===== src/rtl/countdown_pkg.sv =====
// Shared types and constants for the min:sec countdown timer.
package countdown_pkg;

  localparam int unsigned TIME_W  = 8;
  localparam int unsigned SEC_MAX = 59;

  typedef enum logic [1:0] {
    ST_IDLE   = 2'd0,
    ST_RUN    = 2'd1,
    ST_PAUSED = 2'd2,
    ST_ALARM  = 2'd3
  } state_t;

  // Width of a counter that must hold values 0..ticks-1 (at least 1 bit).
  function automatic int unsigned alarm_cnt_w(input int unsigned ticks);
    if (ticks <= 1) return 1;
    return int'($clog2(ticks));
  endfunction

endpackage


===== src/rtl/countdown_timer_down_counter.sv =====
// Loadable mod-MODULUS down counter with wrap borrow.
// Ports: clk, RESET (async active-low), en (decrement), load/load_val (preset,
// has priority over en), count (registered value), zero (count == 0),
// borrow (one-cycle pulse, registered, when an enabled decrement wraps 0 -> MODULUS-1).
module down_counter_mod
  import countdown_pkg::*;
#(
  parameter int unsigned MODULUS = 60
) (
  input  logic              clk,
  input  logic              RESET,
  input  logic              en,
  input  logic              load,
  input  logic [TIME_W-1:0] load_val,
  output logic [TIME_W-1:0] count,
  output logic              zero,
  output logic              borrow
);

  logic [TIME_W-1:0] w_count_nxt;
  logic              w_borrow_nxt;

  // Next count: load beats decrement; decrement wraps at zero.
  always_comb begin
    w_count_nxt  = count;
    w_borrow_nxt = 1'b0;
    if (load) begin
      w_count_nxt = load_val;
    end else if (en) begin
      if (count == '0) begin
        w_count_nxt  = TIME_W'(MODULUS - 1);
        w_borrow_nxt = 1'b1;
      end else begin
        w_count_nxt = count - TIME_W'(1);
      end
    end
  end

  // zero is registered alongside count so it always matches the stored value.
  always_ff @(posedge clk or negedge RESET) begin
    if (!RESET) begin
      count  <= '0;
      zero   <= 1'b1;
      borrow <= 1'b0;
    end else begin
      count  <= w_count_nxt;
      zero   <= (w_count_nxt == '0);
      borrow <= w_borrow_nxt;
    end
  end

endmodule


===== src/rtl/countdown_timer.sv =====
// Countdown (min:sec) timer with alarm.
// Ports: clk, RESET (async active-low), tick (1 Hz one-cycle enable),
// load/load_min/load_sec (clamped presets), start/pause (pulses),
// sec_num/min_num (current time), borrow (seconds wrap pulse),
// running (RUN), alarm (ALARM), done (RUN->ALARM pulse). All outputs registered.
module countdown_timer
  import countdown_pkg::*;
#(
  parameter int unsigned MAX_MIN     = 59,
  parameter int unsigned ALARM_TICKS = 10
) (
  input  logic              clk,
  input  logic              RESET,
  input  logic              tick,
  input  logic              load,
  input  logic [TIME_W-1:0] load_min,
  input  logic [TIME_W-1:0] load_sec,
  input  logic              start,
  input  logic              pause,
  output logic [TIME_W-1:0] sec_num,
  output logic [TIME_W-1:0] min_num,
  output logic              borrow,
  output logic              running,
  output logic              alarm,
  output logic              done
);

  localparam int unsigned ACW = alarm_cnt_w(ALARM_TICKS);

  state_t            r_state;
  state_t            w_state_nxt;
  logic [TIME_W-1:0] r_min;
  logic [ACW-1:0]    r_alm_cnt;
  logic              r_running;
  logic              r_alarm;
  logic              r_done;

  logic [TIME_W-1:0] w_sec;
  logic              w_sec_zero;
  logic              w_min_zero;
  logic              w_time_zero;
  logic              w_hit_zero;
  logic [TIME_W-1:0] w_clamp_min;
  logic [TIME_W-1:0] w_clamp_sec;
  logic              w_load_en;
  logic              w_sec_en;
  logic              w_min_dec;
  logic              w_done_nxt;
  logic [ACW-1:0]    w_alm_cnt_nxt;

  assign w_min_zero  = (r_min == '0);
  assign w_time_zero = w_sec_zero && w_min_zero;
  // In RUN a tick reaches 00:00 only from 00:01.
  assign w_hit_zero  = (r_state == ST_RUN) && tick && w_min_zero && (w_sec == TIME_W'(1));
  assign w_clamp_min = (load_min > TIME_W'(MAX_MIN)) ? TIME_W'(MAX_MIN) : load_min;
  assign w_clamp_sec = (load_sec > TIME_W'(SEC_MAX)) ? TIME_W'(SEC_MAX) : load_sec;

  // State register.
  always_ff @(posedge clk or negedge RESET) begin
    if (!RESET) r_state <= ST_IDLE;
    else        r_state <= w_state_nxt;
  end

  // Next-state logic; pause always beats start.
  always_comb begin
    w_state_nxt = r_state;
    case (r_state)
      ST_IDLE, ST_PAUSED: begin
        if (!pause && start && !w_time_zero) w_state_nxt = ST_RUN;
      end
      ST_RUN: begin
        if (w_hit_zero)  w_state_nxt = ST_ALARM;
        else if (pause)  w_state_nxt = ST_PAUSED;
      end
      ST_ALARM: begin
        if (start || pause || load) w_state_nxt = ST_IDLE;
        else if (tick && (r_alm_cnt == ACW'(ALARM_TICKS - 1))) w_state_nxt = ST_IDLE;
      end
      default: w_state_nxt = ST_IDLE;
    endcase
  end

  // Datapath controls derived from state and inputs.
  always_comb begin
    w_load_en     = load && (r_state != ST_RUN);
    w_sec_en      = (r_state == ST_RUN) && tick && !w_time_zero;
    w_min_dec     = w_sec_en && w_sec_zero;
    w_done_nxt    = (r_state == ST_RUN) && (w_state_nxt == ST_ALARM);
    w_alm_cnt_nxt = r_alm_cnt;
    if (w_state_nxt != ST_ALARM)                w_alm_cnt_nxt = '0;
    else if ((r_state == ST_ALARM) && tick)     w_alm_cnt_nxt = r_alm_cnt + ACW'(1);
  end

  // Minutes, alarm tick counter and status outputs.
  always_ff @(posedge clk or negedge RESET) begin
    if (!RESET) begin
      r_min     <= '0;
      r_alm_cnt <= '0;
      r_running <= 1'b0;
      r_alarm   <= 1'b0;
      r_done    <= 1'b0;
    end else begin
      if (w_load_en)      r_min <= w_clamp_min;
      else if (w_min_dec) r_min <= r_min - TIME_W'(1);
      r_alm_cnt <= w_alm_cnt_nxt;
      r_running <= (w_state_nxt == ST_RUN);
      r_alarm   <= (w_state_nxt == ST_ALARM);
      r_done    <= w_done_nxt;
    end
  end

  down_counter_mod #(
    .MODULUS (SEC_MAX + 1)
  ) u_sec (
    .clk      (clk),
    .RESET    (RESET),
    .en       (w_sec_en),
    .load     (w_load_en),
    .load_val (w_clamp_sec),
    .count    (w_sec),
    .zero     (w_sec_zero),
    .borrow   (borrow)
  );

  assign sec_num = w_sec;
  assign min_num = r_min;
  assign running = r_running;
  assign alarm   = r_alarm;
  assign done    = r_done;

endmodule


===== config.mk =====
export PLATFORM = sky130hd
export DESIGN_NAME = countdown_timer
export DESIGN_NICKNAME = d
export VERILOG_FILES = /design/src/rtl/countdown_pkg.sv /design/src/rtl/countdown_timer_down_counter.sv /design/src/rtl/countdown_timer.sv
export SDC_FILE = /design/constraint.sdc
export NUM_CORES = 1
export LEC_CHECK = 0
export ABC_AREA = 1
export ABC_CLOCK_PERIOD_IN_PS = 1700
export CORE_MARGIN = 8
export CORE_UTILIZATION = 45
export DETAILED_ROUTE_END_ITERATION = 7
export PLACE_DENSITY = 0.76
export SLEW_MARGIN = 20
export SYNTH_ARGS = -nofsm -noshare
export SYNTH_HDL_FRONTEND = slang
export SYNTH_SLANG_ARGS = --single-unit

===== constraint.sdc =====
create_clock -name clk -period 1.7 [get_ports clk]
set_clock_uncertainty 0.15 [all_clocks]
set_input_delay 0.34 -clock clk [delete_from_list [all_inputs] [get_ports clk]]
set_output_delay 0.34 -clock clk [all_outputs]
set_load 0.02 [all_outputs]

==> impl_metrics.tcl, run 1 <==
set metrics [dict create \
    status "finished with violations" \
    violations "setup timing" \
    avgViaCountPerCell 5.395 \
    ir_worst_vdd_v 0.0009494 \
    vias 2201 \
    cts_tree "done" \
    path_clk_slew_ns 0.10 \
    yosys_warnings 0 \
    synth_area_um2 1819 \
    p_leak_nw 1.511 \
    ios 42 \
    hold_path.class "in -> async" \
    cts-root-buf "clkbuf_8" \
    layout.cells.non_filler 408 \
    regArea_um2 683.2 \
    avgSynthCellArea_um2 7.365 \
    rsz0062_at_grt "yes" \
    arrival_ns 1.96 \
    fillers 228 \
    critPathCaptureType "flop" \
    seq_area_frac_synth 0.3721 \
    clock_latency_ns 0.28 \
    crit_cells 11 \
    cts_buffer_depth 2 \
    dp_hpwl_um 4163 \
    critPathRequiredTime_ns 1.77 \
    dr_wl_met2_um 3604 \
    route.met3.wl_um 365 \
    hold_ws_ns 0.2439 \
    drc 0 \
    grt-ovfl-total 0 \
    synth-compound-area-share 0.08253 \
    ff2ff_setup_slack_ns -0.19 \
    fin_total_pwr_mw 4.976 \
    synth_cells 247 \
    synth_top_family_by_area "simple AND/OR/NAND/NOR gates" \
    cellPowerDensity_nw_per_um2 1552 \
    cts_made_buffers 3 \
    top_layer "met4" \
    max_freq_mhz 529.3 \
    path_class "reg -> reg" \
    synth_xor_area_frac 0.02889 \
    path_buf_inv 3 \
    slew_viol_final 0 \
    synthSimpleGateAreaFrac 0.3748 \
    crit_family "simple AND/OR/NAND/NOR gates" \
    ys_types 33 \
    drt-met1-wl_um 2628 \
    slowest_stage "dfrtp_2" \
    routed_wl_um 6818 \
    antenna_cells 0 \
    synthToLayoutAreaGrowth_pct 76.20 \
    finalSetupViolCount 16 \
    die_h_um 79.58 \
    grt_max_degree 28 \
    numPlacedInstances 388 \
    grt_pass1_wl_um 9804 \
    fin_crit_ns 1.889 \
    crit_chain "inv_2 -> buf_6 -> ha_2 -> inv_1 -> nor2_2 -> nand3_2 -> o21ai_1 -> nand3_1 -> nand3_2 -> nand3_4 -> nor2_1" \
    dr.pass1.iters 4 \
    detail_route.iter0.violations 188 \
    io_buffer_count 41 \
    crit_top_cell "nand3_2" \
    reg2regPathDepth 11 \
    dieArea_um2 6333 \
    setup_slack_ns -0.1894 \
    timing.slew.headroom 0.7465 \
    yosys_register_bits 27 \
    postRouteAntennaNets 0 \
    startpoint_type "flop" \
    cap_violations 0 \
    multiInputGateArea_um2 1276 \
    rows 23 \
    layout_common_cells "buf_4, nand2_1, nor2_1" \
    start_util 0.4614 \
    wl_per_cell_um 16.71 \
    coreArea_um2 3943 \
    synth_fa_ha_area_frac 0.04127 \
    num-nets-final 387 \
    finalCritPeriodShare 1.111 \
    antenna_found_initial 0 \
    final_common_cell "buf_4" \
    worstMarginPinSlew_ns 0.3799 \
    synth.area.mux_share 0.005502 \
    track_usage 0.1929 \
    crit_path_max_fanout 5 \
    syn_nets 275 \
    die_w_um 79.58 \
    grt_pass1_vias 2193 \
    hold_viol_final 0 \
    cts_sinks 27 \
    htree_levels 1 \
    max_stage_delay_ns 0.44 \
    drive_gt1_frac 0.4553 \
    gp_congestion 0.8677 \
]
## worst paths after layout
kind	from	to
max in group asynchronous	RESET	u_sec.zero$_DFF_PN1_
worst min register to register	r_alm_cnt[3]$_DFFE_PN0P_	r_alm_cnt[3]$_DFFE_PN0P_
min in group clk	r_alm_cnt[3]$_DFFE_PN0P_	r_alm_cnt[3]$_DFFE_PN0P_
worst min-delay path	RESET	min_num[5]$_DFFE_PN0P_
worst max-delay path	u_sec.count[1]$_DFF_PN0_	r_alm_cnt[1]$_DFFE_PN0P_
worst max register to register	u_sec.count[1]$_DFF_PN0_	r_alm_cnt[1]$_DFFE_PN0P_
## report_power, final
part           switching (mW)  internal [mW]  total [mW]  leakage (nW)
Sequential              0.209          0.850        1.06         0.337
Clock                   0.226          0.167       0.394        0.0217
Combinational            1.92           1.61        3.52          1.15
Total                    2.35           2.62        4.98          1.51
## layout make-up
class	instances	share of cell area
clock buffers	3	0.01288
well taps	50	0.01952
flip-flops and latches	27	0.2131
inverters	34	0.04059
clock inverters	1	0.002342
repair buffers	112	0.3134
multi-input cells	181	0.3981
## flip-flops by register name, summed over array words and instances, names as in the netlist
signal        count
r_state           2
u_sec.zero        1
u_sec.borrow      1
done              1
u_sec.count       8
r_alm_cnt         4
min_num           8
alarm             1
running           1
## Yosys cell counts
cell,count,area [um^2]
a21oi_1,2,10.01
a31oi_1,1,6.260
and2_1,2,12.51
buf_4,1,7.510
buf_6,3,33.78
clkbuf_1,1,3.750
dfrtp_1,26,650.6
dfstp_2,1,26.28
ha_1,6,75.07
inv_1,29,108.9
inv_2,5,18.77
mux2i_1,1,10.01
nand2_1,58,217.7
nand2_2,4,25.02
nand3_1,18,90.09
nand3_2,7,70.07
nand3b_1,2,15.01
nand4_1,7,43.79
nor2_1,37,138.9
nor2_2,2,12.51
nor2_4,3,33.78
nor3_1,2,10.01
nor4_2,1,12.51
o211ai_1,1,7.510
o21ai_0,14,70.07
o21ai_2,1,8.760
o21bai_1,1,7.510
o221ai_1,1,8.760
o22ai_1,1,6.260
o311ai_0,2,17.52
o31ai_1,1,7.510
xnor2_1,2,17.52
xor2_1,4,35.03
## through the flow
step                  util  TNS, ns  area, um^2  setup slack [ns]
finish              0.8131   -1.488        3206           -0.1894
global route        0.8131   -3.057        3206           -0.2703
CTS                 0.7410  -0.8337        2922           -0.1442
detailed placement  0.6912   -4.945        2725           -0.3456
global placement    0.6912   -3.763        2725           -0.2652
floorplan                -        0        1847         0.0007346
## repair_timing
item,in CTS,in global routing
hold buffers,0,0
buffers inserted,6,12
endpoints found under the setup margin,36,25
resized for setup,62,62
cloned,1,0
pin swaps,19,35
## per-layer routing
layer,track usage,vias up
li1,-,1016
met1,0.2173,1048
met2,0.3358,108
met3,0.03266,29
met4,0.1074,0
met5,0,-
## cells by family (layout without fill, tap and decap cells)
group | Yosys count | after routing
buffers and inverters | 39 | 150
AOI/OAI and AO/OA | 25 | 25
DFF | 27 | 27
muxes | 1 | 1
xor gates and xnor gates | 6 | 6
adders and majority gates | 6 | 6
and+or+nand+nor | 143 | 143
Power figures use the tool's default switching activity.
==> inputs of run 2 (changes only) <==
CAP_MARGIN = 0   (was not set)
==> results of run 2 <==
Final layout, timing and power as in run 1 (identical DEF).
==> inputs of run 3 (changes only) <==
ABC_AREA = not set   (was 1)
CORE_UTILIZATION = 43   (was 45)
PLACE_DENSITY = 0.75   (was 0.76)
==> run 3 against run 2 <==
  * The flow still finishes with violations (setup timing)
  * Register-to-register slack got worse by 0.68 ns
  * Die area shrank 8.4%
  * Synthesized cell count shrank 34%
  * Sequential cell count unchanged
  * Worst hold slack worse by 0.018 ns
  * Critical path type unchanged
  * Largest power group unchanged
  * Highest routed layer unchanged
==> impl_metrics.tcl, run 3 <==
set metrics [dict create \
    status "finished with violations" \
    violations "setup timing" \
    yosys_register_bits 27 \
    final_common_cell "buf_4" \
    postRouteAntennaNets 0 \
    yosysMostFrequentCell "nor2_1" \
    path_class "reg -> reg" \
    worstMarginPinSlew_ns 0.3781 \
    fin_total_pwr_mw 2.847 \
    synth_top_cell_by_area "dfrtp_1" \
    ios 42 \
    fin_crit_ns 2.568 \
    grt_pass1_wl_um 9252 \
    regToRegStartpoint "u_sec.count[4]$_DFF_PN0_" \
    dp_hpwl_um 4013 \
    avgViaCountPerCell 5.604 \
    cts_made_buffers 3 \
    ir_worst_vdd_v 0.0008119 \
    ys.flop_type "dfrtp_1" \
    p_sw_frac 0.3976 \
    drive_gt1_frac 0.5382 \
    synth_area_um2 1556 \
    track_usage 0.1917 \
    reg2regPathDepth 6 \
    cap_violations 0 \
    clock_latency_ns 0.32 \
    num-nets-final 304 \
    cts_tree "done" \
    htree_levels 1 \
    grt-ovfl-total 0 \
    critPathRequiredTime_ns 1.78 \
    crit_chain "or4_4 -> a211oi_2 -> mux2i_1 -> nor2_1 -> or4_4 -> nor4b_4" \
    detail_route.iter0.violations 79 \
    drc 0 \
    cts_buffer_depth 2 \
    p_leak_nw 1.242 \
    synth_cells 164 \
    avgSynthCellArea_um2 9.491 \
    rsz0062_at_grt "yes" \
    start_util 0.4350 \
    dr.pass1.iters 6 \
    async_reset_ff_frac 1.000 \
    antenna_found_initial 0 \
    crit_top_cell "or4_4" \
    max_freq_mhz 389.4 \
    wl_per_cell_um 18.64 \
    vias 1810 \
    path_clk_slew_ns 0.15 \
    grt_pass1_vias 1869 \
    io_buffer_count 41 \
    synth-edff-count 0 \
    crit_path_max_fanout 3 \
    power_frac_comb 0.604 \
    crit_end "u_sec.zero$_DFF_PN1_" \
    seqPwrFrac 0.297 \
    synthTopCellsByCount "nor2_1, dfrtp_1, inv_1" \
    hold_viol_final 0 \
    numPlacedInstances 304 \
    synthToLayoutAreaGrowth_pct 88.34 \
    p_int_mw 1.715 \
    timing.slew.headroom 0.7456 \
    cts-root-buf "clkbuf_4" \
    layout.cells.non_filler 323 \
    die_w_um 76.17 \
    hold_path.class "in -> async" \
    syn_nets 192 \
    seq_area_frac_synth 0.4349 \
    slew_viol_final 0 \
    coreArea_um2 3578 \
    yosys_warnings 0 \
    power_frac_clock 0.099 \
    antenna_cells 0 \
    finalSetupViolCount 27 \
    startpoint_type "flop" \
    critPathCaptureType "flop" \
    setup_slack_ns -0.8678 \
    slowest_stage "or4_4" \
    ys_types 44 \
    reg2reg_to "u_sec.zero$_DFF_PN1_" \
    die_h_um 76.17 \
    layout_common_cells "buf_4, clkdlybuf4s50_1, nor2_1, buf_6, dfrtp_1" \
    grt_max_degree 28 \
    power.switching_mw 1.132 \
    arrival_ns 2.65 \
    cp-startpoint "u_sec.count[4]$_DFF_PN0_" \
    synthTopCellsByArea "dfrtp_1, nor2_1, ha_1, xnor2_1, inv_1" \
    cellPowerDensity_nw_per_um2 971.3 \
    routed_wl_um 6021 \
    max_stage_delay_ns 0.58 \
    synth_top_cell_area_share 0.4180 \
    cts_sinks 27 \
    ff2ff_setup_slack_ns -0.87 \
    holdBufCountCts 0 \
    final_core_util 0.8192 \
    finalCritPeriodShare 1.510 \
    gp_congestion 0.9179 \
    rows 22 \
    dieArea_um2 5801 \
]
-- run 3: cell types whose count changed after synthesis, moves of 6 or more --
cell     previous run  this run
nand2_1            58         5
inv_1              29        12
nand3_1            18         7
o21ai_0            14         3
nor2_1             37        27
nand3_2             7         0
a21oi_1             2         8
xnor2_1             2         8
-- run 3: how the worst min path moves through the flow --
stage | startpoint | end | slack (ns) | depth (start not counted)
6_report | RESET | r_alm_cnt[3]$_DFFE_PN0P_ | 0.23 | 2
3_5_place_dp | min_num[0]$_DFFE_PN0P_ | min_num[0]$_DFFE_PN0P_ | 0.45 | 2
3_3_place_gp | r_alm_cnt[3]$_DFFE_PN0P_ | r_alm_cnt[3]$_DFFE_PN0P_ | 0.39 | 2
4_1_cts | RESET | r_alm_cnt[3]$_DFFE_PN0P_ | 0.24 | 2
5_1_grt | RESET | r_alm_cnt[3]$_DFFE_PN0P_ | 0.24 | 2
2_1_floorplan | RESET | alarm$_DFF_PN0_ | -0.11 | 0
-- run 3: final cells by class --
| class | instances | area [um^2] |
|---|---|---|
| inverter | 12 | 45.04 |
| fill | 214 | 646.9 |
| timing repair buffer | 110 | 942.2 |
| clock buffer | 4 | 26.28 |
| multi-input combinational | 122 | 1171 |
| sequential | 27 | 686.9 |
| tap | 48 | 60.06 |
-- run 3: cell families after synthesis --
kind of cell | count (synthesis) | synth area share
flops | 27 | 0.4349
simple gates | 74 | 0.2765
buf+inv | 15 | 0.03697
compound gates | 29 | 0.1286
mux | 2 | 0.01286
fa+ha+maj | 6 | 0.04823
xor+xnor | 11 | 0.06190
-- run 3: timing repair --
item                       in CTS  in global routing
gates resized for setup        89                 52
pin swaps                      24                 18
setup endpoints to repair      47                 43
setup buffers                  14                  9
hold endpoints to repair        0                  0
-- run 3: metal layers --
| metal | wire (um) | track usage | share of wire | vias up |
|---|---|---|---|---|
| met5 | 0 | 0 | 0 | - |
| met3 | 295 | 0.04481 | 0.049 | 27 |
| met4 | 212 | 0.05000 | 0.035 | 0 |
| met2 | 3140 | 0.3522 | 0.52 | 77 |
| li1 | - | - | - | 814 |
| met1 | 2371 | 0.2143 | 0.39 | 892 |
-- run 3: power by group through the flow --
stage,clock network [mW],registers [mW],logic [mW]
after floorplan,0,1.01,0.390
after global placement,0,0.852,1.26
after detailed placement,0,0.858,1.30
after CTS,0.282,0.844,1.54
after global routing,0.314,0.853,1.81
final,0.281,0.846,1.72
-- run 3: worst max-delay path: cells and delay by family (launching register included) --
| kind | cells | cell delay, ns |
|---|---|---|
| DFF | 1 | 0.44 |
| and+or+nand+nor | 4 | 1.49 |
| muxes | 1 | 0.22 |
| AOI/OAI and AO/OA | 1 | 0.19 |
-- run 3: through the flow --
step / setup slack [ns] / TNS (ns) / hold slack, ns / area [um^2]
floorplan: -0.7273 / -6.560 / -0.1056 / 1615
global placement: -0.9339 / -11.41 / 0.3949 / 2479
detailed placement: -1.118 / -12.57 / 0.4521 / 2479
CTS: -0.8883 / -11.61 / 0.2407 / 2828
global route: -0.9295 / -11.22 / 0.2440 / 2932
finish: -0.8678 / -9.696 / 0.2260 / 2932
